**src/rtl/mul_seq_nbit.sv**
```systemverilog
// mul_seq_nbit: sequential shift-add multiplier, signed or unsigned, WIDTH cycles per product
module mul_seq_nbit #(
  parameter int WIDTH = 4
) (
  input  logic                 clk,
  input  logic                 rst_n,
  input  logic                 start,
  input  logic                 signed_mode,
  input  logic [WIDTH-1:0]     a,
  input  logic [WIDTH-1:0]     b,
  output logic                 busy,
  output logic                 done,
  output logic [2*WIDTH-1:0]   product
);
  localparam int CW = $clog2(WIDTH);
  typedef enum logic [1:0] {IDLE, CALC, FIN} state_t;
  state_t state, state_nx;
  logic [2*WIDTH-1:0] acc, mcand;
  logic [WIDTH-1:0] mplier, mag_a, mag_b;
  logic [CW-1:0] cnt;
  logic neg;
  assign mag_a = (signed_mode & a[WIDTH-1]) ? -a : a;
  assign mag_b = (signed_mode & b[WIDTH-1]) ? -b : b;
  assign busy = state != IDLE;
  always_comb begin
    state_nx = state == IDLE ? (start ? CALC : IDLE) :
               state == CALC ? (cnt == '0 ? FIN : CALC) : IDLE;
  end
  always_ff @(posedge clk) begin
    if (!rst_n) state <= IDLE;
    else state <= state_nx;
  end
  always_ff @(posedge clk) begin
    if (!rst_n) begin
      acc <= '0;
      mcand <= '0;
      mplier <= '0;
      cnt <= '0;
      neg <= 1'b0;
      done <= 1'b0;
      product <= '0;
    end else begin
      done <= state == FIN;
      if (state == IDLE && start) begin
        neg <= signed_mode & (a[WIDTH-1] ^ b[WIDTH-1]);
        mcand <= {{WIDTH{1'b0}}, mag_a};
        mplier <= mag_b;
        acc <= '0;
        cnt <= CW'(WIDTH - 1);
      end
      if (state == CALC) begin
        if (mplier[0]) acc <= acc + mcand;
        mcand <= mcand << 1;
        mplier <= mplier >> 1;
        cnt <= cnt - CW'(1);
      end
      if (state == FIN) product <= neg ? -acc : acc;
    end
  end
endmodule

```
**config.mk**
```make
export PLATFORM = sky130hd
export DESIGN_NAME = mul_seq_nbit
export DESIGN_NICKNAME = d
export VERILOG_FILES = /design/src/rtl/mul_seq_nbit.sv
export SDC_FILE = /design/constraint.sdc
export NUM_CORES = 1
export LEC_CHECK = 0
export CORE_MARGIN = 3
export CORE_UTILIZATION = 59
export CTS_CLUSTER_DIAMETER = 60
export DETAILED_ROUTE_END_ITERATION = 16
export GPL_ROUTABILITY_DRIVEN = 0
export PLACE_DENSITY = 0.84
export RECOVER_POWER = 50
export SLEW_MARGIN = 30
export SYNTH_ARGS = -nofsm -noshare
export SYNTH_HDL_FRONTEND = slang
export SYNTH_SLANG_ARGS = --single-unit
```
**constraint.sdc**
```tcl
create_clock -name clk -period 3 [get_ports clk]
set_clock_uncertainty 0.05 [all_clocks]
set_input_delay 0.6 -clock clk [delete_from_list [all_inputs] [get_ports clk]]
set_output_delay 0.6 -clock clk [all_outputs]
set_load 0.005 [all_outputs]
```
==> impl_results.md <==
* # Post-CTS Setup Buffers at 0
* Placed inst area at ~2000 sq um
* Part of the total power dissipated in sequential elements at 0.548
* Sequence of cells on the critical path: dlygate4sd3_1 -> and2_0 -> nor2_1 -> a22oi_1 -> nor2_1
* Detailed-routing iteration count for the pre-antenna-repair pass at 4
* Multiplexer share of the synthesized area at 0.0112
* Netlist area before placement at 1790 sq um
* Status: finished clean
* Highest clock rate at 475 MHz
* Commonest register cell after synthesis: dfxtp_1
* Net count reported at finish at about 260
* Arithmetic-cell share of the synthesized area counting full adders, half adders and majority gates at 0.0883
* Clock Latency Late Sink at roughly 0.34 ns
* Maximum number of pins on one net before global-route repair at 18
* Library cell with the largest summed area after synthesis: dfxtp_1
* HP Class: register to register
* Cell types with the highest counts after synthesis: dfxtp_1, nand2_1, nor2_1
* Global routing usage summed across all routing layers at 0.207
* Simple-gate area share of the yosys netlist at 0.198
* Period Utilization, post-route at 0.702
* Share of total power in the clock network at 0.298
* Count of cell types in the netlist at 34
* Data required time at the worst endpoint at around 3.2 ns
* Mapped Nets at 239
* Number of max-slew violations in the final report at 0
* Peak ir drop on the vdd network at ~0.00027 V
* Avg Cell Area, Syn at approximately 8.3 sq um
* Initial antenna violation count at 0
* Share of final-layout standard cells stronger than drive strength 1 at 0.0681
* Count of placed standard cells in the final layout, fillers left out at ~270
* Power density relative to cell area at about 430 nW/um^2
* Detailed placer's ending HPWL at approximately 2700 microns
* Number of global-route vias before repair at around 1400
* Fraction of the yosys area taken by sequential cells at 0.381
* Share of synthesized flip-flops with an asynchronous set or reset at 0
* Number of ports placed on the die boundary at 22
* Post-detailed-route via-to-cell ratio at about 5.8
* Filler cell count in the final layout at between 200 and 250
* Routed WL per cell at roughly 13 microns
* Initial Util at 0.631
* Compound-gate portion of the synthesized area at 0.195
* Final total negative setup slack at 0 ns
* Transition at the pin with the smallest max-transition slack at ~0.64 ns
* Number of instances in the synthesized netlist at 215
* TritonCTS clock tree: yes
* Kind of end point of the critical path: register
* Placeable core region at around 2800 sq um
* Dominant combinational cell family by area after synthesis: simple AND/OR/NAND/NOR gates
* Die Wd at approximately 61 microns
* Antenna diode count at 0
* Cts bufs inserted at 5
* Cell Int Power at between 0.0006 and 0.0007 W
* EDFF count, synth at 0
* Number of instances in the placed design at between 200 and 300
* Final hold slack at between 0.4 and 0.5 ns
* Antenna violation net count after detailed routing at 0
* Worst-path maximum fanout at 10
* Number of H-tree levels at 2
* Arrival @ worst endpoint at about 2.3 ns
* Clock sinks at 34
* Yosys Warn Count at 0
* Max-cap viol count at 0
* Synthesized flop and latch total at 34
* Die height at between 60 and 70 microns
* Slew HR at 0.573
* Largest cells by area after synthesis: dfxtp_1, ha_1, nand2_1, xor2_1, a21oi_1
* CTS root buffer: clkbuf_4
* Nature of the critical path startpoint: input port
* Unrepaired setup endpoints after global routing: no
* Switch Pwr at 0.000241 W
* Most frequent cell after synthesis: dfxtp_1
* Via count of the routed design at between 1500 and 2000
* Share of the synthesized area in the top cell type at 0.381
* Final std cell area, no fill at between 2000 and 2500 sq um
* Core Rows at 19
* Synthesized-area fraction occupied by xor and xnor cells at 0.0736
* Layout Utilization at 0.728
* Post-route DRC at 0
* Area added between synthesis and finish at 15.3%
* Maximum single-stage delay on the critical path at 0.53 ns
* Cell with the largest stage delay on the worst path: dlygate4sd3_1
* Final hold violation count at 0
* Leak at 0.840 nW
* Number of violations reported at the end of detailed-routing iteration 0 at slightly above 60
* Crit Path Category: input port to register
* Wire length of the first global-routing pass at roughly 5700 microns
* Final wirelength at about 3600 microns
* Sw frac at 0.272
* CTS-repair resized insts at 0
* Most frequent cell on the critical path: nor2_1
* Total Die Area at roughly 3700 sq um
* Final setup violation count at 0
* Global route overflow at 0
* Clock Pin Slew Worst Setup and Hold Paths at roughly 0.1 ns
* Cts hold-fix bufs at 0
* Fin crit period at roughly 2.1 ns
* Share of total power in combinational logic at 0.154
* Number of port buffers at 21
* Number of buffers on the longest clock path at 2
## stage by stage
step	setup WS, ns	power [W]
final	0.895	0.000885
after floorplan	1.27	0.000580
after detailed placement	0.650	0.000633
after CTS	0.975	0.000888
after global placement	0.725	0.000626
after global routing	0.798	0.000926
## worst max-delay path: cells and delay by family
kind                   cells  cell delay, ns
and+or+nand+nor            3            0.87
buffers and inverters      1            0.53
AOI/OAI and AO/OA          1            0.27
## cell usage in the layout (no fill, tap or decap), drive strengths merged
master	Yosys	final
ha	11	11
clkinv	1	2
and3	1	1
a311oi	1	1
dlygate4sd3	0	8
nor2	23	23
a21oi	19	19
a22oi	7	7
fa	1	1
a211oi	7	7
clkdlybuf4s50	0	13
mux2i	2	2
clkbuf	7	7
xnor2	5	5
a221oi	3	3
xor2	10	10
and2	4	4
a31oi	1	1
o31ai	4	4
or3	2	2
nand2	25	25
a2111oi	1	1
dfxtp	34	34
nor2b	4	4
buf	4	2
nand4	1	1
inv	12	12
nand2b	4	4
o21ai	7	7
a41o	1	1
nand3	13	13
## power by group through the flow
stage | clock (W) | sequential (W) | combinational, W
2_1_floorplan | 0 | 0.000491 | 0.0000889
5_1_grt | 0.000286 | 0.000487 | 0.000153
3_3_place_gp | 0 | 0.000494 | 0.000132
4_1_cts | 0.000265 | 0.000485 | 0.000138
6_report | 0.000264 | 0.000485 | 0.000136
3_5_place_dp | 0 | 0.000495 | 0.000138
## metal layers
metal / wire length (microns) / part of all wire / GRT usage
met3: 183 / 0.051 / 0.0524
met2: 1800 / 0.50 / 0.376
met5: 0 / 0 / 0
met1: 1500 / 0.42 / 0.226
met4: 93 / 0.026 / 0.0929
## layout make-up
class / instances / area [sq um] / share of cell area
clock inverters: 1 / 5.00 / 0.00243
well taps: 31 / 38.8 / 0.0188
multi-input cells: 157 / 1000 / 0.488
clock buffers: 7 / 55.1 / 0.0267
repair buffers: 23 / 225 / 0.109
flip-flops and latches: 34 / 681 / 0.331
inverters: 13 / 48.8 / 0.0237
## state kept, by name, indices dropped and copies added, names as in the netlist
| signal | count |
|---|---|
| acc | 8 |
| mcand | 8 |
| product | 8 |
| mplier | 4 |
| cnt | 2 |
| state | 2 |
| done | 1 |
| neg | 1 |
## path summary, 6_finish.rpt
kind	start	end	slack (ns)	depth (start not counted)
setup / recovery	start	acc[2]	0.89	5
hold / removal	mplier[3]	mplier[3]	0.41	2
hold reg to reg	mplier[3]	mplier[3]	0.41	2
setup reg to reg	acc[0]	acc[6]	1.08	9
## cells by family after synthesis
family	after synthesis
multiplexers	2
AND/OR/NAND/NOR	77
AO/OA/AOI/OAI	51
flip-flops	34
XOR/XNOR	15
buffers and inverters	24
adder cells (fa/ha/maj)	12
Power figures use the tool's default switching activity.
